## config.mk

```make
export PLATFORM = sky130hd
export DESIGN_NAME = cbx_param_dbuf
export DESIGN_NICKNAME = d
export VERILOG_FILES = /design/src/rtl/cb_pkg.sv /design/src/rtl/cb_cfg_dbuf.sv /design/src/rtl/cbx_param_dbuf.sv
export SDC_FILE = /design/constraint.sdc
export NUM_CORES = 1
export LEC_CHECK = 0
export ABC_AREA = 1
export BUFFER_PORTS_ARGS = -buffer_cell sky130_fd_sc_hd__buf_4
export CORE_AREA = 2 2 84 86
export DETAILED_ROUTE_END_ITERATION = 6
export DIE_AREA = 0 0 86 88
export PLACE_DENSITY = 0.71
export SYNTH_ARGS = -nofsm -noshare
export SYNTH_HDL_FRONTEND = slang
export SYNTH_SLANG_ARGS = --single-unit
```

## constraint.sdc

```tcl
create_clock -name prog_clk -period 3.3 [get_ports prog_clk]
set_input_delay 0.33 -clock prog_clk [delete_from_list [all_inputs] [get_ports prog_clk]]
set_output_delay 0.33 -clock prog_clk [all_outputs]
set_load 0.01 [all_outputs]
```

## src/rtl/cb_pkg.sv

```systemverilog
// Shared types and elaboration-time helpers for the parametrised X connection block.
package cb_pkg;

  typedef enum logic [1:0] {IDLE, SHIFT, FULL, OVER} cfg_state_e;

  function automatic int sel_w_of(input int mux_size);
    return (mux_size < 2) ? 1 : $clog2(mux_size);
  endfunction

  function automatic int total_of(input int num_ipin, input int mux_size);
    return num_ipin * sel_w_of(mux_size);
  endfunction

  // Input pairs (left, right) walk across the channel STRIDE tracks at a time.
  function automatic int track_of(input int k, input int j, input int chan_w, input int stride);
    return (k + (j / 2) * stride) % chan_w;
  endfunction

endpackage

```

## src/rtl/cb_cfg_dbuf.sv

```systemverilog
// Double-buffered configuration chain: shadow shift register, frame counter/FSM,
// and the active select register that only changes on a validated commit.
module cb_cfg_dbuf
  import cb_pkg::*;
#(
  parameter int TOTAL = 24
) (
  input  logic             prog_clk,
  input  logic             prog_reset_n,
  input  logic             ccff_head,
  input  logic             cfg_en,
  input  logic             cfg_commit,
  input  logic             cfg_clear,
  output logic             ccff_tail,
  output logic             cfg_valid,
  output logic             cfg_loaded,
  output logic             cfg_err,
  output logic [TOTAL-1:0] active
);

  localparam int CNT_W = $clog2(TOTAL + 2);
  localparam logic [CNT_W-1:0] FULL_CNT = CNT_W'(TOTAL);
  localparam logic [CNT_W-1:0] OVER_CNT = CNT_W'(TOTAL + 1);

  logic [TOTAL-1:0] shadow_q, shadow_d;
  logic [TOTAL-1:0] active_q, active_d;
  logic [CNT_W-1:0] count_q, count_d;
  cfg_state_e       state_q, state_d;
  logic             valid_q, valid_d;
  logic             loaded_q, loaded_d;
  logic             err_q, err_d;
  logic             commit_ok;

  assign commit_ok = cfg_commit && !cfg_en && !cfg_clear && (state_q == FULL);

  always_comb begin
    shadow_d = shadow_q;
    active_d = active_q;
    count_d  = count_q;
    valid_d  = valid_q;
    loaded_d = 1'b0;
    err_d    = err_q;

    if (cfg_en) begin
      shadow_d = {shadow_q[TOTAL-2:0], ccff_head};
      if (count_q != OVER_CNT) count_d = count_q + 1'b1;
    end

    // Clear wins over commit; a shift in the same cycle still lands but the count restarts.
    if (cfg_clear) begin
      count_d = '0;
      err_d   = 1'b0;
    end else if (cfg_commit) begin
      if (commit_ok) begin
        active_d = shadow_q;
        valid_d  = 1'b1;
        loaded_d = 1'b1;
        count_d  = '0;
      end else begin
        err_d = 1'b1;
      end
    end

    if (count_d == '0)           state_d = IDLE;
    else if (count_d < FULL_CNT) state_d = SHIFT;
    else if (count_d == FULL_CNT) state_d = FULL;
    else                         state_d = OVER;
  end

  always_ff @(posedge prog_clk or negedge prog_reset_n) begin
    if (!prog_reset_n) begin
      shadow_q <= '0;
      active_q <= '0;
      count_q  <= '0;
      state_q  <= IDLE;
      valid_q  <= 1'b0;
      loaded_q <= 1'b0;
      err_q    <= 1'b0;
    end else begin
      shadow_q <= shadow_d;
      active_q <= active_d;
      count_q  <= count_d;
      state_q  <= state_d;
      valid_q  <= valid_d;
      loaded_q <= loaded_d;
      err_q    <= err_d;
    end
  end

  assign ccff_tail  = shadow_q[TOTAL-1];
  assign cfg_valid  = valid_q;
  assign cfg_loaded = loaded_q;
  assign cfg_err    = err_q;
  assign active     = active_q;

endmodule

```

## src/rtl/cbx_param_dbuf.sv

```systemverilog
// Parametrised X-direction connection block: per-pin muxes over the channel
// driven by a double-buffered configuration, plus channel pass-throughs.
module cbx_param_dbuf
  import cb_pkg::*;
#(
  parameter int CHAN_W   = 9,
  parameter int NUM_IPIN = 8,
  parameter int MUX_SIZE = 6,
  parameter int STRIDE   = 4
) (
  input  logic                prog_clk,
  input  logic                prog_reset_n,
  input  logic [CHAN_W-1:0]   chanx_left_in,
  input  logic [CHAN_W-1:0]   chanx_right_in,
  output logic [CHAN_W-1:0]   chanx_left_out,
  output logic [CHAN_W-1:0]   chanx_right_out,
  output logic [NUM_IPIN-1:0] ipin_out,
  input  logic                ccff_head,
  input  logic                cfg_en,
  input  logic                cfg_commit,
  input  logic                cfg_clear,
  output logic                ccff_tail,
  output logic                cfg_valid,
  output logic                cfg_loaded,
  output logic                cfg_err
);

  localparam int SEL_W = sel_w_of(MUX_SIZE);
  localparam int TOTAL = total_of(NUM_IPIN, MUX_SIZE);
  localparam int PAD_W = 1 << SEL_W;

  logic [TOTAL-1:0] active;

  cb_cfg_dbuf #(.TOTAL(TOTAL)) u_cfg (
    .prog_clk     (prog_clk),
    .prog_reset_n (prog_reset_n),
    .ccff_head    (ccff_head),
    .cfg_en       (cfg_en),
    .cfg_commit   (cfg_commit),
    .cfg_clear    (cfg_clear),
    .ccff_tail    (ccff_tail),
    .cfg_valid    (cfg_valid),
    .cfg_loaded   (cfg_loaded),
    .cfg_err      (cfg_err),
    .active       (active)
  );

  assign chanx_left_out  = chanx_right_in;
  assign chanx_right_out = chanx_left_in;

  // Mux inputs are padded to a power of two with zeros so out-of-range selects drive 0.
  for (genvar k = 0; k < NUM_IPIN; k++) begin : g_pin
    logic [PAD_W-1:0] in_pad;
    logic [SEL_W-1:0] sel;

    assign sel = active[k*SEL_W +: SEL_W];

    for (genvar j = 0; j < PAD_W; j++) begin : g_in
      if (j >= MUX_SIZE) begin : g_pad
        assign in_pad[j] = 1'b0;
      end else if (j % 2 == 0) begin : g_left
        assign in_pad[j] = chanx_left_in[track_of(k, j, CHAN_W, STRIDE)];
      end else begin : g_right
        assign in_pad[j] = chanx_right_in[track_of(k, j, CHAN_W, STRIDE)];
      end
    end

    assign ipin_out[k] = cfg_valid & in_pad[sel];
  end

endmodule

```

After elaboration in Yosys (flattened, before gate mapping)
Cells that the tools add are included.
{"block": "word_totals", "in_bits": 24, "reg_bits": 58, "out_inout_bits": 30, "word_cells": 69}
{"block": "op_classes", "n_mux": 30, "addsub": 1, "n_lt_le_gt_ge": 9, "eq_ne": 4, "reduce_logical": 9, "bitwise": 9}
{"op": "$lt 3x4->1 const B", "count": 8}
{"op": "$mux 5", "count": 5}
{"op": "$bmux 1 s3", "count": 8}
{"op": "$mux 1", "count": 15}
{"op": "$and 1x1->1", "count": 8}
{"op": "$add 5x1->5 const B", "count": 1}
{"op": "$eq 5x5->1 const B", "count": 1}
{"op": "$logic_not 5->1", "count": 1}
{"op": "$lt 5x5->1 const B", "count": 1}
{"op": "$ne 5x5->1 const B", "count": 1}
{"op": "$mux 2", "count": 2}
{"op": "$logic_and 1x1->1", "count": 3}
{"op": "$reduce_and 3->1", "count": 1}
{"op": "$eq 2x2->1 const B", "count": 1}
{"op": "$logic_not 1->1", "count": 2}
{"op": "$ne 2x2->1 const B", "count": 1}
{"op": "$reduce_and 2->1", "count": 1}
{"op": "$reduce_bool 2->1", "count": 1}
{"op": "$not 1->1", "count": 1}

Longest topological paths before layout
Gate-level depths: netlist (run 1).
{"block": "depth", "word_depth": 11, "mapped_depth": 11, "ltp_nobuf": 11}

Modules after synthesis
Synthesis (run 1) repeated with hierarchy kept, for this count alone.
{"block": "unflattened", "hier_cells": 402, "area_unflattened_um2": 3054.2}
{"mod": "cb_cfg_dbuf", "area_each_um2": 2343.5, "seq_area_each_um2": 1451.4, "cells_per_inst": 245, "n_inst": 1}
{"mod": "cbx_param_dbuf", "area_each_um2": 710.7, "seq_area_each_um2": 0.0, "cells_per_inst": 157, "n_inst": 1}

Worst setup path after synthesis (run 1)
OpenSTA, ideal clock, no wires.
{"block": "synth_path", "path_kind": "reg-to-output", "start": "register u_cfg.active_q[15] (netlist: u_cfg.active[15])", "end": "output ipin_out[5]", "path_stages_with_launch": 4, "setup_slack_ns": 2.019, "n_path_buf": 0, "arrival_time_ns": 0.951, "t_required_ns": 2.970, "cell_sequence": "dfrtp_1 > a211oi_1 > o21ai_0 > a21oi_1"}
{"block": "synth_via", "elab_chain_len": 3}
{"item": "start, declared", "line_no": "cb_cfg_dbuf.sv:26", "rtl": "logic [TOTAL-1:0] active_q, active_d;"}
{"item": "start signal, assigned", "line_no": "cb_cfg_dbuf.sv:81", "rtl": "active_q <= active_d;"}
{"item": "$bmux 1 s3", "line_no": "cbx_param_dbuf.sv:68", "rtl": "assign ipin_out[k] = cfg_valid & in_pad[sel];"}
{"item": "$mux 1 (not written as such)", "line_no": "cbx_param_dbuf.sv:68"}
{"item": "$and 1x1->1", "line_no": "cbx_param_dbuf.sv:68"}
{"item": "end, declared", "line_no": "cbx_param_dbuf.sv:17", "rtl": "output logic [NUM_IPIN-1:0] ipin_out,"}
Every way passes these cells. The select of a mux whose other input is x is not followed.

Worst setup path after layout (run 1)
{"block": "layout_path", "start": "register u_cfg.active_q[12] (netlist: u_cfg.active[12])", "end": "output ipin_out[4]"}
The elaborated chain is that of the path after synthesis.

==> results of run 1 <==
-- state kept, by name (all words and copies together) (netlist names) --
register and cells:
u_cfg.cfg_loaded 1, u_cfg.cfg_err 1, u_cfg.shadow_q 24, u_cfg.active 24, u_cfg.state_q 2, u_cfg.cfg_valid 1
u_cfg.count_q 5
-- power by group through the flow --
stage,Combinational (W),Sequential [W],Clock (W)
after floorplan,0.000105,0.000795,0
after global placement,0.000177,0.000798,0
after detailed placement,0.000180,0.000800,0
after CTS,0.000181,0.000787,0.000668
after global routing,0.000205,0.000793,0.000700
final,0.000177,0.000788,0.000648
-- metal layers --
metal / vias up / track usage [%] / wire [µm]
met2: 72 / 27.6 / 2780
met5: - / 0 / 0
met3: 15 / 2.54 / 281
li1: 1207 / - / -
met4: 0 / 9.96 / 149
met1: 1068 / 21.3 / 2840
-- through the flow --
stage	util [%]	power (W)	cell area (µm²)	setup WS, ns
floorplan	-	0.000900	2900	2.02
finish	51.3	0.00161	3410	1.45
detailed placement	48.4	0.000980	3210	1.67
global route	51.3	0.00170	3410	1.31
CTS	51.3	0.00164	3410	1.43
global placement	48.4	0.000975	3210	1.74
-- layout by cell type, fill, tap and decap left out, drive strengths merged --
master | Yosys | layout
a211oi | 2 | 2
a21oi | 18 | 18
buf | 27 | 54
bufinv | 0 | 1
clkbuf | 2 | 14
clkinv | 1 | 2
dfrtp | 58 | 58
ha | 2 | 2
inv | 60 | 60
nand2 | 90 | 90
nand3 | 8 | 8
nor2 | 15 | 15
nor3 | 1 | 1
o211ai | 10 | 10
o21ai | 66 | 66
xor2 | 2 | 2
-- cells by family (layout without fill, tap and decap cells) --
logic type               count (synthesis)  after routing
XOR/XNOR                                 2              2
AND/OR/NAND/NOR                        114            114
AO/OA/AOI/OAI                           96             96
adder cells (fa/ha/maj)                  2              2
buffers and inverters                   90            131
flip-flops                              58             58
-- worst max-delay path by stage --
stage | from | end | slack, ns | depth (start not counted)
5_1_grt | u_cfg.active[12]$_DFFE_PN0P_ | ipin_out[4] | 1.31 | 6
2_1_floorplan | u_cfg.active[15]$_DFFE_PN0P_ | ipin_out[5] | 2.02 | 3
6_report | u_cfg.active[12]$_DFFE_PN0P_ | ipin_out[4] | 1.45 | 6
3_3_place_gp | cfg_en | u_cfg.active[16]$_DFFE_PN0P_ | 1.74 | 5
3_5_place_dp | cfg_en | u_cfg.active[23]$_DFFE_PN0P_ | 1.67 | 5
4_1_cts | u_cfg.active[12]$_DFFE_PN0P_ | ipin_out[4] | 1.43 | 6
-- final cells by class --
type	instances	area, µm²
Fill cell	627	3230
Sequential cell	58	1450
Multi-Input combinational cell	214	1030
Timing Repair Buffer	54	405
Inverter	61	229
Clock buffer	14	163
Tap cell	80	100
Clock inverter	2	35.0
==> metrics.txt, run 1 <==
Peak VDD IR 0.235 mV; TritonCTS clock tree yes; Sequential Power Share 48.8%; final wirelength 6060 µm; Initial Util 43.7%; drt first pass iters 4; Iteration-0 DRC Markers 97; Worst EP arrival 1.52 ns; Adder-Cell Fraction of Synth Area 0.862%; leakage power 1.70 nW; IO Port Bufs 53; Warnings, synthesis 0; cts hold-fix bufs 0; # clock sinks 58; CP max-delay cell dfrtp_1; RSZ-0062 raised after global routing false; TritonCTS buffer count 9; Max Freq 540 MHz; NetSw 0.000390 W; CTS Root Cell clkbuf_8; post-route ant nets 0; DIE AREA 7570 µm²; crit end category primary output; area delta synth->final 17.6%; Clock Tree Buf Depth 2; Worst R2R Start u_cfg.count_q[0]$_DFF_PN0_; Final Slew Violations 0; clock skew 0.00506 ns; vias in the first global route 2138; Setup TNS 0 ns; DRC 0; Fin Hold WS 0.0507 ns; die height 88 µm; Placer Congestion 0.852; Sw Share 24.2%; share of synthesized registers carrying an async set or reset 100%; CP peak stage delay 0.46 ns; CP Max Fanout 7; first-pass GRT wire length 9800 µm; max_cap viols 0; total number of vias 2362; Final setup viols 0; post-synthesis mux area share 0%; antenna violations before repair 0; Reg2Reg Setup Slack 1.92 ns; share of layout cells above drive strength 1 18.1%; postcts setup bufs 0; dominant synthesized flop cell dfrtp_1; Pint 0.00122 W; H-tree lvl count 3; Hold Crit Class in2async; clock power share 40.2%; HPWL after DPL 4310 µm; Worst-Margin Slew 0.707 ns; Slew headroom 52.9%; I/O pin cnt 54; Compound-Gate Fraction of Synth Area 18.1%; CTS-repair resized insts 0; cell taking the most area after synthesis dfrtp_1; Worst Path Buf+Inv 1; Avg Vias per Cell 4.89; Post-Syn Area per Cell 8.02 µm²; CP Cell Sequence a21oi_1, o21ai_0, nand2_1, nand2_1, a21oi_1, buf_4; Comb power frac 11.0%; Netlist cell types 23; FF+latch count, synth 58; Die W 86 µm; gr ovfl total 0; Reg clk slew, reported paths 0.06 ns; largest family of logic cells by synthesized area compound AO/OA/AOI/OAI gates; fin nets 424; EDFF count, synth 0; worst path required time 2.97 ns; Core Area 6640 µm²; Mapped Cells 362; FF-to-FF path depth 7; status finished clean; count leader, synth nand2_1; largest net degree at the start of global routing 59; simple-gate share of the synthesized area 15.8%; fin crit share 56.2%; Skew-Pair Late Insertion Delay 0.33 ns; Worst Path Class, Setup reg2out; register area share after synthesis 50.0%; antenna cell count 0; row cnt 30; largest delay contributor family on the critical path flip-flops; final hold violations 0; top post-synthesis cells by area dfrtp_1 (50%), nand2_1 (12%), o21ai_0 (11%); Setup crit start kind flop; Mapped Area 2900 µm²; ranking of synthesized cells by instance count nand2_1 (89), o21ai_0 (62), inv_1 (60); Power Dens Cells 473 nW/µm²; Placed Cells 467; Reg-to-Reg End u_cfg.state_q[0]$_DFF_PN0_; non-filler cells, final 483; xor/xnor share of the synthesized area 0.604%; min Tclk post-route 1.85 ns; area fraction of the dominant cell type after synthesis 50.0%; gr usage total 16.8%; post-DR wirelength/cell 12.5 µm; Mapped Nets 388
No activity file was read; power rests on OpenSTA's default activity.
==> inputs of run 2 (changes only) <==
--- a/config.mk
+++ b/config.mk
@@ -5,12 +5,12 @@
 export SDC_FILE = /design/constraint.sdc
 export NUM_CORES = 1
 export LEC_CHECK = 0
-export ABC_AREA = 1
+export ABC_AREA = 0
 export BUFFER_PORTS_ARGS = -buffer_cell sky130_fd_sc_hd__buf_4
-export CORE_AREA = 2 2 84 86
+export CORE_AREA = 2 2 83 85
 export DETAILED_ROUTE_END_ITERATION = 6
-export DIE_AREA = 0 0 86 88
-export PLACE_DENSITY = 0.71
+export DIE_AREA = 0 0 85 87
+export PLACE_DENSITY = 0.74
 export SYNTH_ARGS = -nofsm -noshare
 export SYNTH_HDL_FRONTEND = slang
 export SYNTH_SLANG_ARGS = --single-unit
==> constraint.sdc (replaced) <==
create_clock -name prog_clk -period 1.7 [get_ports prog_clk]
set_input_delay 0.17 -clock prog_clk [delete_from_list [all_inputs] [get_ports prog_clk]]
set_output_delay 0.17 -clock prog_clk [all_outputs]
set_load 0.01 [all_outputs]
==> run 2 against run 1 <==
  * The flow now finishes with violations (negative setup slack)
  * Synthesized cell count decreased by 42%
  * Area after synthesis is 1.7% lower
  * Sequential power rose by 130%
  * Register-to-register slack lost 1.8 ns
  * Wire length shrank 12%
==> metrics.txt, run 2 <==
fin util 53.4% (+2.1 points); largest net degree at the start of global routing 59 (unchanged); Sw Share 24.0% (-0.18 points); H-tree lvl count 3 (unchanged); share of layout cells above drive strength 1 51.3% (+33 points); EDFF count, synth 0 (unchanged); WHS Path Cells 2; Setup crit start kind flop; Slew headroom 52.4% (-0.47 points); Post-Syn Area per Cell 13.5 µm² (+69%); Warnings, synthesis 0 (unchanged); row cnt 30 (unchanged); commonest non-fill, non-tap cell in the layout buf_4; Mapped Nets 237 (-39%); # clock sinks 58 (unchanged); DRC 0 (unchanged); antenna violations before repair 0 (unchanged); Core Area 6570 µm² (-1.1%); status complete, but fails checks; final hold violations 0 (unchanged); RSZ-0062 raised after global routing true; Mapped Area 2850 µm² (-1.7%); Setup TNS -0.211 ns (-0.211 ns); drt first pass iters 4 (unchanged); FF+latch count, synth 58 (unchanged); final wirelength 5340 µm (-12%); fin nets 288 (-32%); Power Dens Cells 1080 nW/µm² (+130%); area delta synth->final 23.0%; leakage power 1.64 nW (-3.6%); count leader, synth dfrtp_1; register area share after synthesis 50.9% (+0.86 points); Max Freq 561 MHz; gr ovfl total 0 (unchanged); Fin Hold WS 0.0303 ns (-0.0204 ns); Mapped Cells 211 (-42%); clock skew 0.00764 ns (+0.00258 ns); share of synthesized registers carrying an async set or reset 100% (unchanged); Initial Util 43.4% (-0.24 points); ranking of synthesized cells by instance count dfrtp_1 (58), mux2_2 (47), buf_4 (18); Placer Congestion 0.755 (-11%); NetSw 0.000908 W (+130%); min Tclk post-route 1.78 ns; Worst Path Class, Setup reg2out; total power 0.00378 W (+130%); dominant synthesized flop cell dfrtp_1; TritonCTS clock tree yes; CTS Root Cell clkbuf_8; DIE AREA 7400 µm² (-2.3%); Reg clk slew, reported paths 0.07 ns (about the same); Peak VDD IR 0.760 mV (+220%); commonest cells after routing, fill and taps aside buf_4 (62), dfrtp_1 (58), mux2_2 (47), nor2_1 (16), mux2i_1 (16); Worst-Margin Slew 0.714 ns (+0.00698 ns); fin crit share 105%; FF-to-FF path depth 5 (-2); Comb power frac 12.8% (+1.8 points); Avg Vias per Cell 5.24 (+7.3%); CP Max Fanout 3 (-4); Clock Tree Buf Depth 2 (unchanged); crit end category primary output; clock power share 39.3% (-0.9 points); post-route ant nets 0 (unchanged); Final setup viols 7 (+7); total number of vias 1820 (-23%); worst path required time 1.53 ns (-1.44 ns); area fraction of the dominant cell type after synthesis 50.9% (+0.86 points); Sequential Power Share 48.0% (-0.8 points); violated checks negative setup slack; antenna cell count 0 (unchanged); top post-synthesis cells by area dfrtp_1 (51%), mux2_2 (19%), mux4_2 (6.3%); Hold Crit Class in2reg; Pint 0.00288 W (+140%); Final Slew Violations 0 (unchanged); I/O pin cnt 54 (unchanged); Netlist cell types 30 (+30%); Setup WS post-layout -0.0818 ns (-1.53 ns); cell taking the most area after synthesis dfrtp_1; FILL cells 568 (-9.4%); Skew-Pair Late Insertion Delay 0.33 ns (about the same); Worst EP arrival 1.61 ns (+0.09 ns); max_cap viols 0 (unchanged); first-pass GRT wire length 9070 µm (-7.4%); vias in the first global route 1886 (-12%); gr usage total 16.0% (-0.89 points); die height 87 µm (-1.1%); IO Port Bufs 53 (unchanged); post-DR wirelength/cell 15.4 µm (+23%); HPWL after DPL 3650 µm (-15%); Die W 85 µm (-1.2%); Iteration-0 DRC Markers 108 (+11%); TritonCTS buffer count 9 (unchanged)
-- run 2: cell types whose count changed in the layout (fill, tap and decap cells not counted), moves of 6 or more --
cell,change
nand2_1,-84
inv_1,-58
mux2_2,+47
nand3_1,-6
a21oi_1,-12
buf_4,+8
mux2i_1,+16
o21ai_0,-62
nor2b_1,+8
o211ai_1,-10
mux4_2,+8
-- run 2: path summary, 6_finish.rpt --
kind / start / to / slack (ns)
worst max-delay path: u_cfg.active[21]$_DFFE_PN0P_ / ipin_out[7] / -0.08
worst min-delay path: cfg_clear / u_cfg.cfg_err$_DFFE_PN0P_ / 0.03
worst max register to register: u_cfg.state_q[0]$_DFF_PN0_ / u_cfg.active[17]$_DFFE_PN0P_ / 0.15
worst min register to register: u_cfg.cfg_err$_DFFE_PN0P_ / u_cfg.cfg_err$_DFFE_PN0P_ / 0.51
max in group asynchronous: prog_reset_n / u_cfg.shadow_q[15]$_DFFE_PN0P_ / 0.80
min in group asynchronous: prog_reset_n / u_cfg.active[3]$_DFFE_PN0P_ / 0.42
-- run 2: final cells by class --
class                   count  area, µm²  area share (%)
clock inverters             4       72.6            2.07
clock buffers              12        165            4.71
repair buffers             64        495            14.1
flip-flops and latches     58       1450            41.4
well taps                  80        100            2.85
multi-input cells         127       1220            34.7
inverters                   2       7.51           0.214
-- run 2: critical path, cell delays in order, from the launching register on --
cell     delay [ns]
dfrtp_1        0.41
mux4_2         0.52
mux2i_1        0.15
nor2b_1        0.06
buf_4          0.14
-- run 2: per-stage QoR --
step                      instances  setup WS, ns  instance area, µm²
final                           347       -0.0818                3510
after global routing            347        -0.175                3510
after CTS                       346        -0.119                3500
after detailed placement        322         0.164                3200
after global placement          322         0.215                3200
after floorplan                 211         0.154                2850
-- run 2: power by group through the flow --
stage | combinational [W] | clock [W] | sequential, W
floorplan | 0.000337 | 0 | 0.00177
global placement | 0.000471 | 0 | 0.00183
detailed placement | 0.000488 | 0 | 0.00184
CTS | 0.000493 | 0.00151 | 0.00182
global route | 0.000534 | 0.00158 | 0.00185
finish | 0.000483 | 0.00149 | 0.00181
-- run 2: kinds of logic after synthesis --
logic type | synth area share [%]
DFF | 50.9
muxes | 30.9
adders and majority gates | 0.877
AOI/OAI and AO/OA | 2.41
and+or+nand+nor | 6.67
buffers and inverters | 6.45
xor gates and xnor gates | 1.84
-- run 2: routing by layer --
metal | part of all wire [%] | wire, µm | up-vias | GRT usage (%)
li1 | - | - | 837 | -
met1 | 44 | 2370 | 907 | 20.3
met2 | 47 | 2510 | 66 | 25.4
met3 | 6.3 | 335 | 10 | 4.17
met4 | 2.3 | 121 | 0 | 7.79
met5 | 0 | 0 | - | 0
-- run 2: what timing repair did --
action	4_1_cts	5_1_grt
hold endpoints to repair	58	0
setup buffers	7	1
setup endpoints to repair	8	8
cloned	0	0
gates resized for setup	0	0
hold buffers	1	0
==> inputs of run 3 (changes only) <==
--- a/config.mk
+++ b/config.mk
@@ -10,7 +10,7 @@
 export CORE_AREA = 2 2 83 85
 export DETAILED_ROUTE_END_ITERATION = 6
 export DIE_AREA = 0 0 85 87
-export PLACE_DENSITY = 0.74
+export PLACE_DENSITY = 0.72
 export SYNTH_ARGS = -nofsm -noshare
 export SYNTH_HDL_FRONTEND = slang
 export SYNTH_SLANG_ARGS = --single-unit
==> constraint.sdc (replaced) <==
create_clock -name prog_clk -period 1.8 [get_ports prog_clk]
set_input_delay 0.18 -clock prog_clk [delete_from_list [all_inputs] [get_ports prog_clk]]
set_output_delay 0.18 -clock prog_clk [all_outputs]
set_load 0.01 [all_outputs]
==> run 3 against run 2 <==
  * Clock power fell by 19%
  * Utilization fell by 0.74 points
  * The run now ends clean
  * Critical path depth did not move
  * Register-to-register slack improved by 0.16 ns
  * Global-route usage fell by 0.67 points
==> metrics.txt, run 3 (synthesis results as in run 2) <==
fin crit share 98.1%; Initial Util 43.4% (unchanged); share of layout cells above drive strength 1 50.4% (-0.93 points); Worst-Margin Slew 0.704 ns (-0.00958 ns); vias in the first global route 1734 (-8.1%); Reg-to-Reg End u_cfg.active[14]$_DFFE_PN0P_; first-pass GRT wire length 8620 µm (-5.0%); commonest cells after routing, fill and taps aside buf_4 (60), dfrtp_1 (58), mux2_2 (47), nor2_1 (16), mux2i_1 (16); final hold violations 0 (unchanged); Worst R2R Start u_cfg.state_q[0]$_DFF_PN0_; antenna violations before repair 0 (unchanged); crit end category primary output; I/O pin cnt 54 (unchanged); Iteration-0 DRC Markers 57 (-47%); min Tclk post-route 1.77 ns; hold endpoint u_cfg.cfg_err$_DFFE_PN0P_; Skew-Pair Late Insertion Delay 0.33 ns (about the same); Final setup viols 0 (-7); Core Area 6570 µm² (unchanged); Die W 85 µm (unchanged); Max Freq 566 MHz; IO Port Bufs 53 (unchanged); Fin Hold WS 0.0422 ns (+0.0119 ns); HP Start cfg_clear; Peak VDD IR 0.627 mV (-17%); TritonCTS buffer count 9 (unchanged); largest net degree at the start of global routing 59 (unchanged); gr ovfl total 0 (unchanged); status finished clean; worst path required time 1.62 ns (+0.09 ns); CP Max Fanout 2 (-1); total number of vias 1776 (-2.4%); HPWL after DPL 3560 µm (-2.4%); FF-to-FF path depth 5 (unchanged); post-DR wirelength/cell 15.0 µm (-2.5%); commonest non-fill, non-tap cell in the layout buf_4; post-route ant nets 0 (unchanged); Final Cell Area 3460 µm² (-1.4%); row cnt 30 (unchanged); leakage power 1.62 nW (-1.5%); CTS Root Cell clkbuf_8; die height 87 µm (unchanged); Power Dens Cells 974 nW/µm² (-9.7%); Setup crit start kind flop; RSZ-0062 raised after global routing true; gr usage total 15.3% (-0.67 points); Slew headroom 53.0% (+0.64 points); WHS Path Cells 2 (unchanged); Worst EP arrival 1.59 ns (-0.02 ns); clock skew 0.00677 ns (-0.000867 ns); Clock Tree Buf Depth 2 (unchanged); Reg2Reg Setup Slack 0.31 ns (+0.16 ns); fin util 52.7% (-0.74 points); max_cap viols 0 (unchanged); Reg clk slew, reported paths 0.06 ns (about the same); DIE AREA 7400 µm² (unchanged); antenna cell count 0 (unchanged); Avg Vias per Cell 5.16 (-1.6%); drt first pass iters 4 (unchanged); final wirelength 5160 µm (-3.3%); DRC 0 (unchanged); Worst Path Class, Setup reg2out; # clock sinks 58 (unchanged); area delta synth->final 21.3%; H-tree lvl count 3 (unchanged); fin nets 286 (-0.69%); Hold Crit Class in2reg; TritonCTS clock tree yes; Area after DPL 3200 µm² (unchanged); Final Slew Violations 0 (unchanged); Placer Congestion 0.744 (-1.4%)
[run 3: critical path, stage by stage, from the launching register on]
cell     delay, ns
dfrtp_1       0.40
mux4_2        0.51
mux2i_1       0.14
nor2b_1       0.07
buf_4         0.14
[run 3: power breakdown]
part	total, W	switching, W	internal, W
combinational	0.000454	0.000168	0.000286
sequential	0.00171	0.000168	0.00154
clock	0.00121	0.000463	0.000743
[run 3: through the flow]
step / setup TNS, ns / instances / setup slack (ns) / power, W
CTS: 0 / 343 / 0.00177 / 0.00342
detailed placement: 0 / 322 / 0.308 / 0.00220
global placement: 0 / 322 / 0.318 / 0.00217
global route: -0.243 / 344 / -0.0654 / 0.00356
finish: 0 / 344 / 0.0341 / 0.00337
floorplan: 0 / 211 / 0.254 / 0.00199
[run 3: routing by layer]
layer | share of wire, % | vias up | track usage (%)
li1 | - | 837 | -
met1 | 46 | 878 | 20.2
met2 | 46 | 55 | 23.2
met3 | 6.8 | 6 | 5.88
met4 | 1.2 | 0 | 5.19
met5 | 0 | - | 0
[run 3: worst max-delay path by stage]
stage                                 start                           end  slack (ns)
2_1_floorplan    u_cfg.state_q[0]$_DFF_PN0_  u_cfg.active[10]$_DFFE_PN0P_        0.25
3_3_place_gp     u_cfg.count_q[0]$_DFF_PN0_    u_cfg.state_q[0]$_DFF_PN0_        0.32
3_5_place_dp     u_cfg.state_q[0]$_DFF_PN0_   u_cfg.active[1]$_DFFE_PN0P_        0.31
4_1_cts        u_cfg.active[12]$_DFFE_PN0P_                   ipin_out[4]       0.002
5_1_grt        u_cfg.active[12]$_DFFE_PN0P_                   ipin_out[4]       -0.07
6_report       u_cfg.active[12]$_DFFE_PN0P_                   ipin_out[4]        0.03
[run 3: final cells by class]
| class | count | area [µm²] |
|---|---|---|
| clock buffers | 13 | 169 |
| clock inverters | 2 | 35.0 |
| fillers | 585 | 3110 |
| inverters | 2 | 7.51 |
| multi-input cells | 127 | 1220 |
| flip-flops and latches | 58 | 1450 |
| well taps | 80 | 100 |
| repair buffers | 62 | 480 |
[run 3: repair_timing]
| action | in CTS | in global routing |
|---|---|---|
| resized for setup | 0 | 0 |
| hold buffers | 1 | 0 |
| setup buffers | 5 | 1 |
| endpoints found under the hold margin | 58 | 0 |
| endpoints found under the setup margin | 5 | 7 |
